[src/rtl/controle_acumulador.sv]
// controle_acumulador: microsequencer expanding 8-bit commands into tx/ty/tula cycles for the X/Y/ULA datapath
// Ports:
//   clock, reset       rising-edge clock, asynchronous active-high reset
//   cmd_valid, cmd     command handshake input; cmd[7:4] opcode, cmd[3:0] argument
//   cmd_ready          high only while idle
//   tx, ty, tula       X/Y register control codes and ULA select (0 = add)
//   busy, done         busy while not idle; done pulses for one cycle at command end
//   erro               only with CTRL_ILLEGAL_OP_EN: set by an illegal opcode until the next legal command
// Optional macro: CTRL_ILLEGAL_OP_EN
module controle_acumulador #(
    parameter int CODE_W = 4,
    parameter int CNT_W = 4,
    parameter logic [CODE_W-1:0] ULA_IDLE = 4'd15
) (
    input  logic              clock,
    input  logic              reset,
    input  logic              cmd_valid,
    input  logic [7:0]        cmd,
    output logic              cmd_ready,
    output logic [CODE_W-1:0] tx,
    output logic [CODE_W-1:0] ty,
    output logic [CODE_W-1:0] tula,
    output logic              busy,
    output logic              done
`ifdef CTRL_ILLEGAL_OP_EN
    ,
    output logic              erro
`endif
);
    localparam logic [CODE_W-1:0] C_CLEAR  = CODE_W'(0);
    localparam logic [CODE_W-1:0] C_LOAD   = CODE_W'(1);
    localparam logic [CODE_W-1:0] C_HOLD   = CODE_W'(2);
    localparam logic [CODE_W-1:0] C_SHIFTR = CODE_W'(3);

    typedef enum logic [1:0] {IDLE, EXEC, DONE} state_t;

    state_t           r_state;
    logic [CNT_W-1:0] r_cnt;
    logic [3:0]       r_op;
    logic [3:0]       w_op;
    logic [CNT_W-1:0] w_cnt;
    logic             w_exec;
    logic             w_add;

    assign w_op = cmd[7:4];
    // Opcodes 8-15 get count 0, so they run as NOP.
    assign w_cnt = (w_op == 4'd5 || w_op == 4'd6) ? CNT_W'(cmd[3:0]) :
                   (w_op == 4'd0 || w_op[3]) ? '0 : CNT_W'(1);

    always_ff @(posedge clock or posedge reset) begin
        if (reset) begin
            r_state <= IDLE;
            r_cnt   <= '0;
            r_op    <= '0;
        end else begin
            case (r_state)
                IDLE: if (cmd_valid) begin
                    r_op    <= w_op;
                    r_cnt   <= w_cnt;
                    r_state <= (w_cnt != '0) ? EXEC : DONE;
                end
                EXEC: begin
                    r_cnt <= r_cnt - CNT_W'(1);
                    if (r_cnt == CNT_W'(1)) r_state <= DONE;
                end
                default: r_state <= IDLE;
            endcase
        end
    end

`ifdef CTRL_ILLEGAL_OP_EN
    logic r_erro;
    always_ff @(posedge clock or posedge reset) begin
        if (reset) r_erro <= 1'b0;
        else if (r_state == IDLE && cmd_valid) r_erro <= w_op[3];
    end
    assign erro = r_erro;
`endif

    // Codes are a Moore decode of state and latched opcode, so an asynchronous
    // reset restores the defaults without waiting for a clock edge.
    assign w_exec    = (r_state == EXEC);
    assign w_add     = (r_op == 4'd3 || r_op == 4'd5);
    assign tx        = !w_exec ? C_HOLD : r_op == 4'd2 ? C_LOAD : r_op == 4'd7 ? C_CLEAR : C_HOLD;
    assign ty        = !w_exec ? C_HOLD : r_op == 4'd1 ? C_CLEAR : w_add ? C_LOAD :
                       (r_op == 4'd4 || r_op == 4'd6) ? C_SHIFTR : C_HOLD;
    assign tula      = (w_exec && w_add) ? '0 : ULA_IDLE;
    assign cmd_ready = (r_state == IDLE);
    assign busy      = (r_state != IDLE);
    assign done      = (r_state == DONE);
endmodule

[config.mk]
export PLATFORM = sky130hd
export DESIGN_NAME = controle_acumulador
export DESIGN_NICKNAME = d
export VERILOG_FILES = /design/src/rtl/controle_acumulador.sv
export SDC_FILE = /design/constraint.sdc
export NUM_CORES = 1
export LEC_CHECK = 0
export CORE_MARGIN = 5
export CORE_UTILIZATION = 46
export DETAILED_ROUTE_END_ITERATION = 6
export PLACE_DENSITY = 0.82
export SYNTH_ARGS = -nofsm -noshare
export SYNTH_HDL_FRONTEND = slang
export SYNTH_SLANG_ARGS = --single-unit
[constraint.sdc]
create_clock -name clock -period 1.9 [get_ports clock]
set_input_delay 0.19 -clock clock [delete_from_list [all_inputs] [get_ports clock]]
set_output_delay 0.19 -clock clock [all_outputs]
set_load 0.05 [all_outputs]
==> out/metrics.csv <==
metric,value,unit
final setup vio count,0,
largest net degree at the start of global routing,11,
initial core utilization,0.484,
crit path cell chain,nand2b_2 -> nor2_2 -> nand2_1 -> nor3_2 -> buf_12,
TritonCTS Sinks,10,
sw frac,0.500,
Setup CP Type,register to output pin,
"Reg clk slew, reported paths",70,ps
Buffers on Ports,21,
P_sw,0.784,mW
Reg area,250,µm²
final core utilization,0.640,
via count,628,
Post-synth EDFFs,0,
TNS Setup,0,ps
post-synthesis instance total,81,
Slew Limit Fails,0,
critical path arrival,1630,ps
reg2reg setup slack,530,ps
post-CTS setup buffers,0,
CP top delay family,simple AND/OR/NAND/NOR gates,
Critical Path Sink Type,output pin,
sequential power share,0.300,
Final Non-Filler Cells,117,
antenna violations before repair,0,
total track usage,0.144,
Die Area,2480,µm²
clk_lat worst skew,270,ps
Startpoint Class,register,
Final period util,0.958,
Synth Flop Type,dfrtp_1,
Inst Count DP,113,
Synth top area share,0.343,
cts bufs inserted,3,
io pins,26,
# rows,14,
Critical-path top delay cell,dfrtp_1,
fmax,549,MHz
crit path buf inv count,1,
"Distinct cells, synth",34,
Synth Area per Inst,9.01,µm²
Core Footprint,1510,µm²
Starting DRT DRC Count,10,
register area share after synthesis,0.343,
Layout area overhead,32.2,%
Inserted Diodes,0,
WL final,1570,µm
Overflow after GRT,0,
post-DR vias/cell,5.37,
die extent in x,49.8,µm
CP Data Required Time,1710,ps
Final GP Congestion,0.804,
Yosys warning count,0,
ys async rst share,1.00,
htree depth,1,
Die Span Y,49.8,µm
Routed Antenna Nets,0,
fraction of layout cells with a size suffix above 1,0.277,
CTS hold repair buffers,0,
Pleak,0.426,nW
root buf cell,clkbuf_4,
Fillers,136,
Max Cap Violations,0,
Max rail drop VDD,0.000901,V
Clock power frac,0.128,
DRC Markers,0,
Fin Hold WS,197,ps
CTS tree,built,
Worst Path Max Fanout,9,
drt first pass iters,4,
Min-Delay Path Class,input pin to async pin,
area of the multi-input gates,415,µm²
"area leader, netlist",dfrtp_1,
Pwr Density,1630,nW/µm²
Comb pwr share,0.571,
Setup Skew,3.35,ps
Synth area leaders,"dfrtp_1 (34%), buf_4 (7.2%), inv_1 (4.6%), mux2_2 (4.6%), ha_1 (3.4%)",
CP max stage delay,480,ps
status,completed,
# nets final,115,
final hold violations,0,
post-route minimum period,1820,ps
Detailed Place HPWL,1290,µm
RSZ-0062 raised after global routing,no,
first-pass GRT wire length,2770,µm
Yosys reg bits,10,
wire length per cell,13.4,µm
Pint,0.785,mW
vias in the first global route,605,
Post-Synthesis Cell Area,729,µm²
Max Buffers Root-to-Sink,2,
[Yosys cell counts (2+ instances only)]
master and n:
mux2_2 3, a21oi_1 3, nand3_1 3, xnor2_1 2
inv_1 9, dfrtp_1 10, nor3_1 3, o22ai_1 2
nor2b_1 2, xor2_1 2, nor2_1 4, ha_1 2
nand2_1 6, o21ai_0 4, buf_4 7
[path summary, 6_finish.rpt]
path                            start        to  cells after the start
setup / recovery           r_state[1]     tx[0]                      5
hold / removal                  reset   r_op[2]                      2
setup reg to reg           r_state[1]   r_op[0]                      3
hold reg to reg              r_cnt[3]  r_cnt[3]                      2
max in group asynchronous       reset  r_cnt[0]                      2
min in group clock           r_cnt[3]  r_cnt[3]                      2
[state kept, by name, summed over array words and instances, names as in the netlist]
signal,count
r_op,4
r_cnt,4
r_state,2
[area by class of cell]
class | instances | share of cell area
timing repair buffer | 21 | 0.217
inverter | 9 | 0.0350
sequential | 10 | 0.259
clock buffer | 4 | 0.0376
tap | 16 | 0.0208
multi-input combinational | 57 | 0.431
[logic make-up after synthesis]
| family | Yosys count | share of synthesized area |
|---|---|---|
| fa+ha+maj | 2 | 0.0343 |
| other cells | 1 | 0.00514 |
| simple gates | 28 | 0.250 |
| flops | 10 | 0.343 |
| xor+xnor | 4 | 0.0480 |
| compound gates | 16 | 0.149 |
| mux | 3 | 0.0463 |
| buf+inv | 17 | 0.123 |
[what timing repair did]
action,4_1_cts,5_1_grt
endpoints found under the setup margin,2,1
hold endpoints to repair,0,0
resized for setup,2,1
[stage by stage]
step	total power, mW	setup WS [ps]	cell area [µm²]
floorplan	1.13	7.20	751
global placement	1.35	233	925
detailed placement	1.38	204	925
CTS	1.57	50.8	962
global route	1.70	4.59	965
finish	1.57	79.0	965
[cells in the final DEF, fill, tap and decap left out, types with 2 or more instances in the layout]
master,netlist,routed
nand2_1,6,6
mux2_2,3,3
nor2_2,1,2
clkbuf_4,0,3
nor2b_1,2,2
buf_12,0,2
nor2_1,4,3
clkdlybuf4s50_1,0,10
o21ai_0,4,4
buf_4,7,8
o22ai_1,2,2
inv_1,9,9
conb_1,1,4
xnor2_1,2,2
xor2_1,2,2
ha_1,2,2
nor3_2,1,3
a21oi_1,3,3
dfrtp_1,10,10
nand3_1,3,3
[power groups by stage]
stage / Sequential [mW] / Clock, mW / Combinational, mW
global route: 0.496 / 0.218 / 0.983
finish: 0.471 / 0.201 / 0.896
floorplan: 0.416 / 0 / 0.715
global placement: 0.466 / 0 / 0.888
detailed placement: 0.469 / 0 / 0.911
CTS: 0.468 / 0.201 / 0.906
[layer usage]
metal / vias to the layer above / part of all wire / track usage
met2: 20 / 0.50 / 0.233
met4: 0 / 0.018 / 0.0786
met3: 4 / 0.074 / 0.0422
met5: - / 0 / 0
li1: 315 / - / -
met1: 289 / 0.40 / 0.168
No activity file was read; power rests on OpenSTA's default activity.
